### config.mk
export PLATFORM = sky130hd
export DESIGN_NAME = fp_mul_seq
export DESIGN_NICKNAME = d
export VERILOG_FILES = /design/src/rtl/fp_mul_seq.sv
export SDC_FILE = /design/constraint.sdc
export NUM_CORES = 1
export LEC_CHECK = 0
export ABC_AREA = 0
export ABC_CLOCK_PERIOD_IN_PS = 3600
export CORE_UTILIZATION = 52
export CTS_CLUSTER_SIZE = 16
export DETAILED_ROUTE_END_ITERATION = 8
export HOLD_SLACK_MARGIN = 0.12
export PLACE_DENSITY_LB_ADDON = 0.12
export REMOVE_ABC_BUFFERS = 1
export SLEW_MARGIN = 20
export SYNTH_ARGS = -nofsm -noshare
export SYNTH_HDL_FRONTEND = slang
export SYNTH_SLANG_ARGS = --single-unit
### constraint.sdc
create_clock -name clock -period 3.6 [get_ports clock]
set_input_delay 0.72 -clock clock [delete_from_list [all_inputs] [get_ports clock]]
set_output_delay 0.72 -clock clock [all_outputs]
set_load 0.005 [all_outputs]
### src/rtl/fp_mul_seq.sv
// fp_mul_seq: iterative fp16 multiplier; shift-add significand product over 11 cycles,
// then one cycle to normalize, truncate and flag.
module fp_mul_seq #(
    parameter int EXP_W = 5,
    parameter int MAN_W = 10,
    parameter int BIAS  = 15
) (
    input  logic                     clock,
    input  logic                     reset,
    input  logic                     in_valid,
    output logic                     in_ready,
    input  logic [EXP_W+MAN_W:0]     opA,
    input  logic [EXP_W+MAN_W:0]     opB,
    output logic                     out_valid,
    input  logic                     out_ready,
    output logic [EXP_W+MAN_W:0]     product,
    output logic                     underflow,
    output logic                     overflow,
    output logic                     inexact
);
    localparam int SW = MAN_W + 1;
    localparam int PW = 2 * SW;
    localparam int W = 1 + EXP_W + MAN_W;
    localparam int EW = EXP_W + 2;
    localparam int EMAX = (1 << EXP_W) - 1;

    typedef enum logic [1:0] {IDLE, MUL, NORM, DONE} state_t;

    state_t state, nxt;
    logic sgn, zero;
    logic [EXP_W-1:0] ea, eb;
    logic [SW-1:0] ma, mb;
    logic [PW-1:0] acc;
    logic [3:0] cnt;
    logic [EW-1:0] e;
    logic [MAN_W-1:0] man;
    logic dropped, ovf, unf;
    logic [W-1:0] res;

    always_comb begin
        nxt = state;
        case (state)
            IDLE: nxt = in_valid ? MUL : IDLE;
            MUL: nxt = (cnt == 4'(MAN_W)) ? NORM : MUL;
            NORM: nxt = DONE;
            DONE: nxt = out_ready ? IDLE : DONE;
            default: nxt = IDLE;
        endcase
    end

    always_ff @(posedge clock or posedge reset) begin
        if (reset) begin
            state <= IDLE;
            in_ready <= 1'b1;
            out_valid <= 1'b0;
        end else begin
            state <= nxt;
            in_ready <= (nxt == IDLE);
            out_valid <= (nxt == DONE);
        end
    end

    // e is signed EW bits so sums below zero or above EMAX never wrap into range
    always_comb begin
        man = acc[PW-1] ? acc[PW-2 -: MAN_W] : acc[PW-3 -: MAN_W];
        dropped = acc[PW-1] ? |acc[MAN_W:0] : |acc[MAN_W-1:0];
        e = EW'(ea) + EW'(eb) + EW'(acc[PW-1]) - EW'(BIAS);
        ovf = $signed(e) >= $signed(EW'(EMAX));
        unf = $signed(e) <= $signed(EW'(0));
        res = zero ? {sgn, {(W-1){1'b0}}} :
              ovf  ? {sgn, {EXP_W{1'b1}}, {MAN_W{1'b0}}} :
              unf  ? {sgn, {(W-1){1'b0}}} : {sgn, e[EXP_W-1:0], man};
    end

    always_ff @(posedge clock or posedge reset) begin
        if (reset) begin
            sgn <= 1'b0;
            zero <= 1'b0;
            ea <= '0;
            eb <= '0;
            ma <= '0;
            mb <= '0;
            acc <= '0;
            cnt <= '0;
            product <= '0;
            underflow <= 1'b0;
            overflow <= 1'b0;
            inexact <= 1'b0;
        end else begin
            case (state)
                IDLE: if (in_valid) begin
                    sgn <= opA[W-1] ^ opB[W-1];
                    zero <= (opA[W-2:0] == '0) || (opB[W-2:0] == '0);
                    ea <= opA[W-2 -: EXP_W];
                    eb <= opB[W-2 -: EXP_W];
                    ma <= {1'b1, opA[MAN_W-1:0]};
                    mb <= {1'b1, opB[MAN_W-1:0]};
                    acc <= '0;
                    cnt <= '0;
                end
                MUL: begin
                    if (mb[cnt]) acc <= acc + (PW'(ma) << cnt);
                    cnt <= cnt + 4'd1;
                end
                NORM: begin
                    product <= res;
                    overflow <= !zero && ovf;
                    underflow <= !zero && !ovf && unf;
                    inexact <= !zero && dropped;
                end
                default: ;
            endcase
        end
    end
endmodule

==> flow_summary_export.csv, run 1 <==
group,metric,value,unit
floorplanning,rows,36,
timing,worst_pin_slew,862,ps
setup_path,end_kind,"register",
layout,finish.utilization,63.2,%
synthesis,synth_top_family_by_area,"compound AO/OA/AOI/OAI gates",
layout,nFillCells,850,
setup_path,ff2ff_path_depth,15,
timing,finClkSkew,10.5,ps
setup_path,r2r_end,"acc[20]",
floorplanning,core,9730,µm²
clock_tree,cts_tree,"done",
timing,slew_violations,0,
floorplanning,die_h,102,µm
synthesis,syn_inst,526,
hold_path,hold_path_class,"register to register",
synthesis,synthAdderAreaFrac,8.70,%
detailed_routing,ant_nets,0,
clock_tree,htreeDepth,3,
synthesis,async_flop_share,100,%
timing,min_period,3420,ps
synthesis,synth.avg_cell_area,9.90,µm²
pwr,p_seq_share,25.0,%
setup_path,worst-setup-path-type,"register to register",
setup_path,cp-endpoint,"acc[20]",
timing,hold_viol,0,
synthesis,synth_cell_types,56,
setup_path,worstReg2RegStart,"cnt[0]",
timing,rsz0062_at_grt,"true",
detailed_routing,drtPass1Iterations,5,
clock_tree,clk_path_buf_depth,2,
synthesis,synth_xor_xnor_area_share,4.04,%
synthesis,synth_mux_area_share,11.5,%
layout,syn_to_final_growth,18.2,%
detailed_routing,top_layer,"met4",
pwr,sw_frac_of_total,44.6,%
setup_path,crit_chain,"buf_4 -> inv_1 -> nand3_1 -> nor3_1 -> ha_1 -> inv_1 -> fa_1 -> nor2b_2 -> nor3_2 -> o21ai_1 -> a311oi_2 -> a21oi_1 -> o22ai_1 -> xnor2_1 -> a22o_1",
timing,setup_slack,182,ps
pwr,combPwrFrac,64.7,%
pwr,p_leak,2.65,nW
pwr,power_density,1060,nW/µm²
placed_design,dp_slack,157,ps
detailed_routing,routed_wl,11.7,mm
clock_tree,insertion_delay,370,ps
floorplanning,dieArea,10400,µm²
detailed_routing,wl_met2,5.57,mm
pwr,internal-power,0.00360,W
synthesis,yosysTopAreaCell,"dfrtp_1",
timing,relSlewSlack,42.5,%
pwr,power_switching,0.00290,W
pwr,clockPowerShare,10.3,%
synthesis,synth_compound_area_share,18.6,%
global_route,grt_pass1_vias,4176,
clock_tree,cts.sinks,82,
timing,finalCritPeriodShare,95.0,%
pwr,total_power,0.00650,W
detailed_routing,wl_per_cell,16.4,µm
detailed_routing,viasPerCell,5.89,
synthesis,syn_area,5210,µm²
global_route,grt_max_degree,49,
global_route,overflow,0,
global_route,grt_pass1_wl,20.1,mm
global_route,antenna_found_initial,0,
clock_tree,numCtsBuffers,9,
timing,fmax,293,MHz
setup_path,crit_slowest_cell,"dfrtp_1",
layout,drive_above_1_share,13.4,%
global_route,track_usage,25.1,%
setup_path,cp_data_required_time,3860,ps
detailed_routing,wl_met1,5.39,mm
timing,setup_viol,0,
setup_path,cp.arrival,3680,ps
pwr,vdd_drop_max,0.552,mV
clock_tree,path_clk_slew,80,ps
layout,insertedDiodeCount,0,
clock_tree,root_buffer,"clkbuf_8",
placed_design,routabilityCongestion,0.951,
setup_path,critPathLaunch,"cnt[0]",
outcome,status,"finished, final reports clean",
floorplanning,die_w,102,µm
synthesis,synth_edf_count,0,
detailed_routing,drt_iter0_markers,190,
layout,num-nets-final,649,
synthesis,yosys.area_share.simple,13.9,%
setup_path,critical-path-max-stage-delay,400,ps
placed_design,io_buffers,56,
detailed_routing,vias,4217,
floorplanning,start_util,53.5,%
synthesis,seq_area_frac_synth,39.4,%
setup_path,startpoint_type,"register",
setup_path,cp_max_fo,9,
synthesis,yosysWarnings,0,
synthesis,netlist.area_leader.share,38.9,%
setup_path,reg2reg_slack,180,ps
placed_design,dp_hpwl,8.78,mm
detailed_routing,drc,0,
floorplanning,ioPinCount,57,
detailed_routing,wl_met3,502,µm
synthesis,synth_area_leaders,"dfrtp_1 (39%), ha_1 (7.9%), mux2_2 (6.9%)",
run,max_cap_violations,0,
setup_path,cpMostUsedCell,"inv_1",
synthesis,ys_seq_elements,82,
synthesis,synthFlopType,"dfrtp_1",
-- critical path: cells and delay by family (launching register included) --
kind / cells / cell delay (ps)
adder cells (fa/ha/maj): 2 / 600
flip-flops: 1 / 400
buffers and inverters: 3 / 380
AO/OA/AOI/OAI: 5 / 1170
XOR/XNOR: 1 / 130
AND/OR/NAND/NOR: 4 / 630
-- power by group through the flow --
stage	registers [W]	clock network, W	logic [W]
CTS	0.00162	0.000689	0.00415
global placement	0.00162	0	0.00402
detailed placement	0.00164	0	0.00413
floorplan	0.00165	0	0.00300
finish	0.00162	0.000673	0.00420
global route	0.00169	0.000731	0.00467
-- through the flow --
| step | hold slack [ps] | setup TNS, ps | instances | area, µm² |
|---|---|---|---|---|
| 2_1_floorplan | 473 | -10210 | 497 | 5070 |
| 3_3_place_gp | 460 | 0 | 700 | 5930 |
| 3_5_place_dp | 469 | 0 | 700 | 5930 |
| 4_1_cts | 486 | 0 | 716 | 6120 |
| 5_1_grt | 517 | -43.1 | 716 | 6150 |
| 6_report | 477 | 0 | 716 | 6150 |
-- logic make-up (layout without fill, tap and decap cells) --
group | after synthesis | count (layout)
and+or+nand+nor | 147 | 147
buffers and inverters | 46 | 103
muxes | 51 | 51
DFF | 82 | 82
adders and majority gates | 35 | 35
xor gates and xnor gates | 24 | 24
AOI/OAI and AO/OA | 141 | 141
-- final cells by class --
class	count	area (µm²)	area share (%)
flip-flops and latches	82	2050	33.4
clock inverters	4	51.3	0.834
well taps	133	166	2.70
multi-input cells	398	2990	48.6
inverters	17	65.1	1.06
repair buffers	70	682	11.1
clock buffers	12	145	2.36
-- sequential cells by signal, indices dropped and copies added, names as in the netlist --
register,cells
ea,5
ma,11
state,2
eb,5
product,16
inexact,1
underflow,1
acc,22
overflow,1
in_ready,1
cnt,4
mb,10
zero,1
sgn,1
out_valid,1
-- worst min-delay path by stage --
stage | slack, ps | to | start | cells after the start
3_5_place_dp | 470 | product[5] | product[5] | 2
6_report | 480 | product[5] | product[5] | 2
2_1_floorplan | 470 | underflow | underflow | 2
5_1_grt | 520 | product[7] | product[7] | 2
3_3_place_gp | 460 | product[6] | product[6] | 2
4_1_cts | 490 | product[5] | product[5] | 2
-- cells in the mapped netlist (3+ instances only) --
master / n
mux2_2: 32
o31ai_1: 6
nand2_1: 44
a211oi_1: 8
inv_1: 17
xor2_1: 8
a31oi_1: 7
xnor2_1: 16
dfrtp_1: 81
buf_2: 3
o21ai_0: 31
o22ai_1: 3
nor2_1: 30
mux2i_1: 15
clkbuf_1: 21
a221o_1: 6
nand3_1: 11
and3_1: 3
nor3_1: 11
o21ai_1: 6
nand4_1: 7
a21oi_1: 29
o21bai_1: 3
nor4_1: 8
mux4_2: 4
a22o_1: 18
ha_1: 33
nand2b_1: 6
a21o_1: 10
nor2b_1: 15
-- placed cells by master, fill, tap and decap left out, types with 10 or more instances in the layout --
master and count:
nor2b_1 14, a21oi_1 29, dfrtp_1 81, mux2i_1 14
nor2_1 30, inv_1 16, nor3_1 11, xnor2_1 16
o21ai_0 30, clkbuf_8 10, nand3_1 11, mux2_2 32
buf_4 12, nand2_1 44, a22o_1 18, ha_1 32
clkdlybuf4s50_1 56, a21o_1 10
-- layer usage --
metal  GRT usage, %  up-vias
met5              0        -
met4           8.79        0
met3           4.86       21
met2           41.1      108
met1           33.1     2048
li1               -     2040
-- what timing repair did --
item | CTS | global route
setup buffers | 0 | 0
hold buffers | 0 | 0
gates resized for setup | 0 | 7
setup endpoints to repair | 0 | 6
Power figures use the tool's default switching activity.
==> run 2, diff against run 1 <==
PLACE_DENSITY = 0.73   (was default)
PLACE_DENSITY_LB_ADDON = default   (was 0.12)
==> run 2 against run 1 <==
Clock-buffer cell count down 3. Global-route usage decreased by 0.49 points. Cell area is 1.0% higher. First-iteration DRC count increased by 34%. Die area did not move. Worst hold slack gained 7.0 ps. Clock skew rose by 3.6 ps. Setup slack got worse by 45 ps. Routed wire length increased by 1.1%. Via count rose by 0.97%. Fmax fell by 1.3%. Critical endpoint is now acc[21]. Highest routed layer unchanged.
==> flow_summary_export.csv, run 2 (synthesis gave the netlist of run 1 again) <==
group,metric,value,unit
setup_path,r2r_end,"acc[21]",
layout,seqCellArea,2050,µm²
timing,setup_slack,136,ps
global_route,antenna_found_initial,0,
floorplanning,die_w,102,µm
setup_path,cp.arrival,3720,ps
global_route,overflow,0,
clock_tree,cts.sinks,82,
pwr,clockPowerShare,10.6,%
detailed_routing,viasPerCell,5.93,
outcome,status,"finished, final reports clean",
setup_path,ff2ff_path_depth,12,
global_route,grt_max_degree,46,
setup_path,end_kind,"register",
global_route,grt_pass1_vias,4183,
hold_path,worst_hold_path.endpoint,"product[9]",
layout,insertedDiodeCount,0,
placed_design,post-place-cells,700,
pwr,p_seq_share,24.7,%
pwr,power_density,1070,nW/µm²
clock_tree,path_clk_slew,90,ps
global_route,track_usage,24.6,%
layout,top_register,"acc",
timing,fmax,289,MHz
layout,syn_to_final_growth,19.4,%
layout,layout_common_cells,"dfrtp_1 (81), clkdlybuf4s50_1 (56), nand2_1 (44)",
global_route,grt_pass1_wl,19.8,mm
pwr,p_leak,2.68,nW
clock_tree,root_buffer,"clkbuf_8",
layout,drive_above_1_share,14.4,%
detailed_routing,drc,0,
setup_path,worst-setup-path-type,"register to register",
setup_path,critPathLaunch,"cnt[0]",
pwr,vdd_drop_max,0.538,mV
pwr,combPwrFrac,64.7,%
clock_tree,cts_tree,"done",
layout,multi_input_area,3010,µm²
pwr,internal-power,0.00368,W
detailed_routing,drtPass1Iterations,5,
placed_design,dp_slack,124,ps
layout,fin_area,6220,µm²
placed_design,routabilityCongestion,0.970,
detailed_routing,drt_iter0_markers,255,
setup_path,startpoint_type,"register",
layout,nFillCells,822,
floorplanning,start_util,53.5,%
layout,num-nets-final,651,
hold_path,hold_path_class,"register to register",
floorplanning,rows,36,
placed_design,dpl-instance-area,5950,µm²
timing,relSlewSlack,54.7,%
timing,slew_violations,0,
timing,timing.setup.tns,0,ps
detailed_routing,routed_wl,11.8,mm
clock_tree,htreeDepth,3,
detailed_routing,wl_per_cell,16.5,µm
hold_path,holdPathStages,2,
clock_tree,insertion_delay,370,ps
pwr,power_switching,0.00299,W
placed_design,dp_hpwl,8.85,mm
timing,setup_viol,0,
timing,worst_pin_slew,679,ps
floorplanning,core,9730,µm²
clock_tree,numCtsBuffers,9,
hold_path,worstHoldStart,"product[9]",
clock_tree,hold_buffers,0,
layout,stdcell_count,718,
layout,layout_commonest_cell,"dfrtp_1",
setup_path,worstReg2RegStart,"cnt[0]",
layout,largest_reg_flops,22,
clock_tree,clk_path_buf_depth,2,
run,max_cap_violations,0,
timing,hold_viol,0,
timing,finClkSkew,14.1,ps
layout,reg_top3,"acc x22, product x16, ma x11",
pwr,sw_frac_of_total,44.8,%
setup_path,cp_max_fo,18,
detailed_routing,vias,4258,
timing,finalCritPeriodShare,96.2,%
setup_path,cp_data_required_time,3860,ps
floorplanning,ioPinCount,57,
setup_path,reg2reg_slack,140,ps
floorplanning,dieArea,10400,µm²
placed_design,io_buffers,56,
detailed_routing,ant_nets,0,
timing,min_period,3460,ps
floorplanning,die_h,102,µm
-- run 2: metrics by stage --
stage	power [W]	hold slack (ps)	util, %
floorplan	0.00464	473	-
global placement	0.00568	462	61.2
detailed placement	0.00579	470	61.2
CTS	0.00653	489	63.3
global route	0.00725	506	63.9
finish	0.00667	484	63.9
-- run 2: timing repair --
action | in CTS | in global routing
buffers inserted | 0 | 2
endpoints found under the setup margin | 0 | 6
gates resized for setup | 0 | 10
-- run 2: critical path: stages, from the launching register on --
cell      delay [ps]
dfrtp_1          410
buf_12           170
mux4_2           520
a22oi_1          310
mux2i_1          160
ha_1             310
a21o_1           190
a31oi_1          180
o21ai_0          160
a221oi_4         380
o21ai_1          130
xnor2_1          140
a221o_1          290
-- run 2: how the worst max path moves through the flow --
stage                          to  slack (ps)
after floorplan             ea[1]        -330
after global placement    acc[21]         130
after detailed placement  acc[21]         120
after CTS                 acc[20]         100
after global routing      acc[21]          -1
final                     acc[21]         140
-- run 2: final cells by class --
class,count,area share [%]
Clock inverter,7,1.35
Timing Repair Buffer,72,11.6
Sequential cell,82,33.0
Tap cell,133,2.68
Clock buffer,9,1.99
Multi-Input combinational cell,398,48.3
Inverter,17,1.05
-- run 2: power groups by stage --
stage	sequential, W	clock, W	combinational [W]
final	0.00165	0.000707	0.00432
after global routing	0.00170	0.000771	0.00478
after CTS	0.00164	0.000725	0.00416
after detailed placement	0.00166	0	0.00413
after global placement	0.00164	0	0.00404
after floorplan	0.00165	0	0.00300
-- run 2: metal layers --
layer | up-vias | wire length (µm) | global-route usage, %
met1 | 2069 | 5340 | 32.5
met2 | 124 | 5610 | 40.3
met4 | 0 | 303 | 9.12
li1 | 2036 | - | -
met5 | - | 0 | 0
met3 | 29 | 583 | 4.45
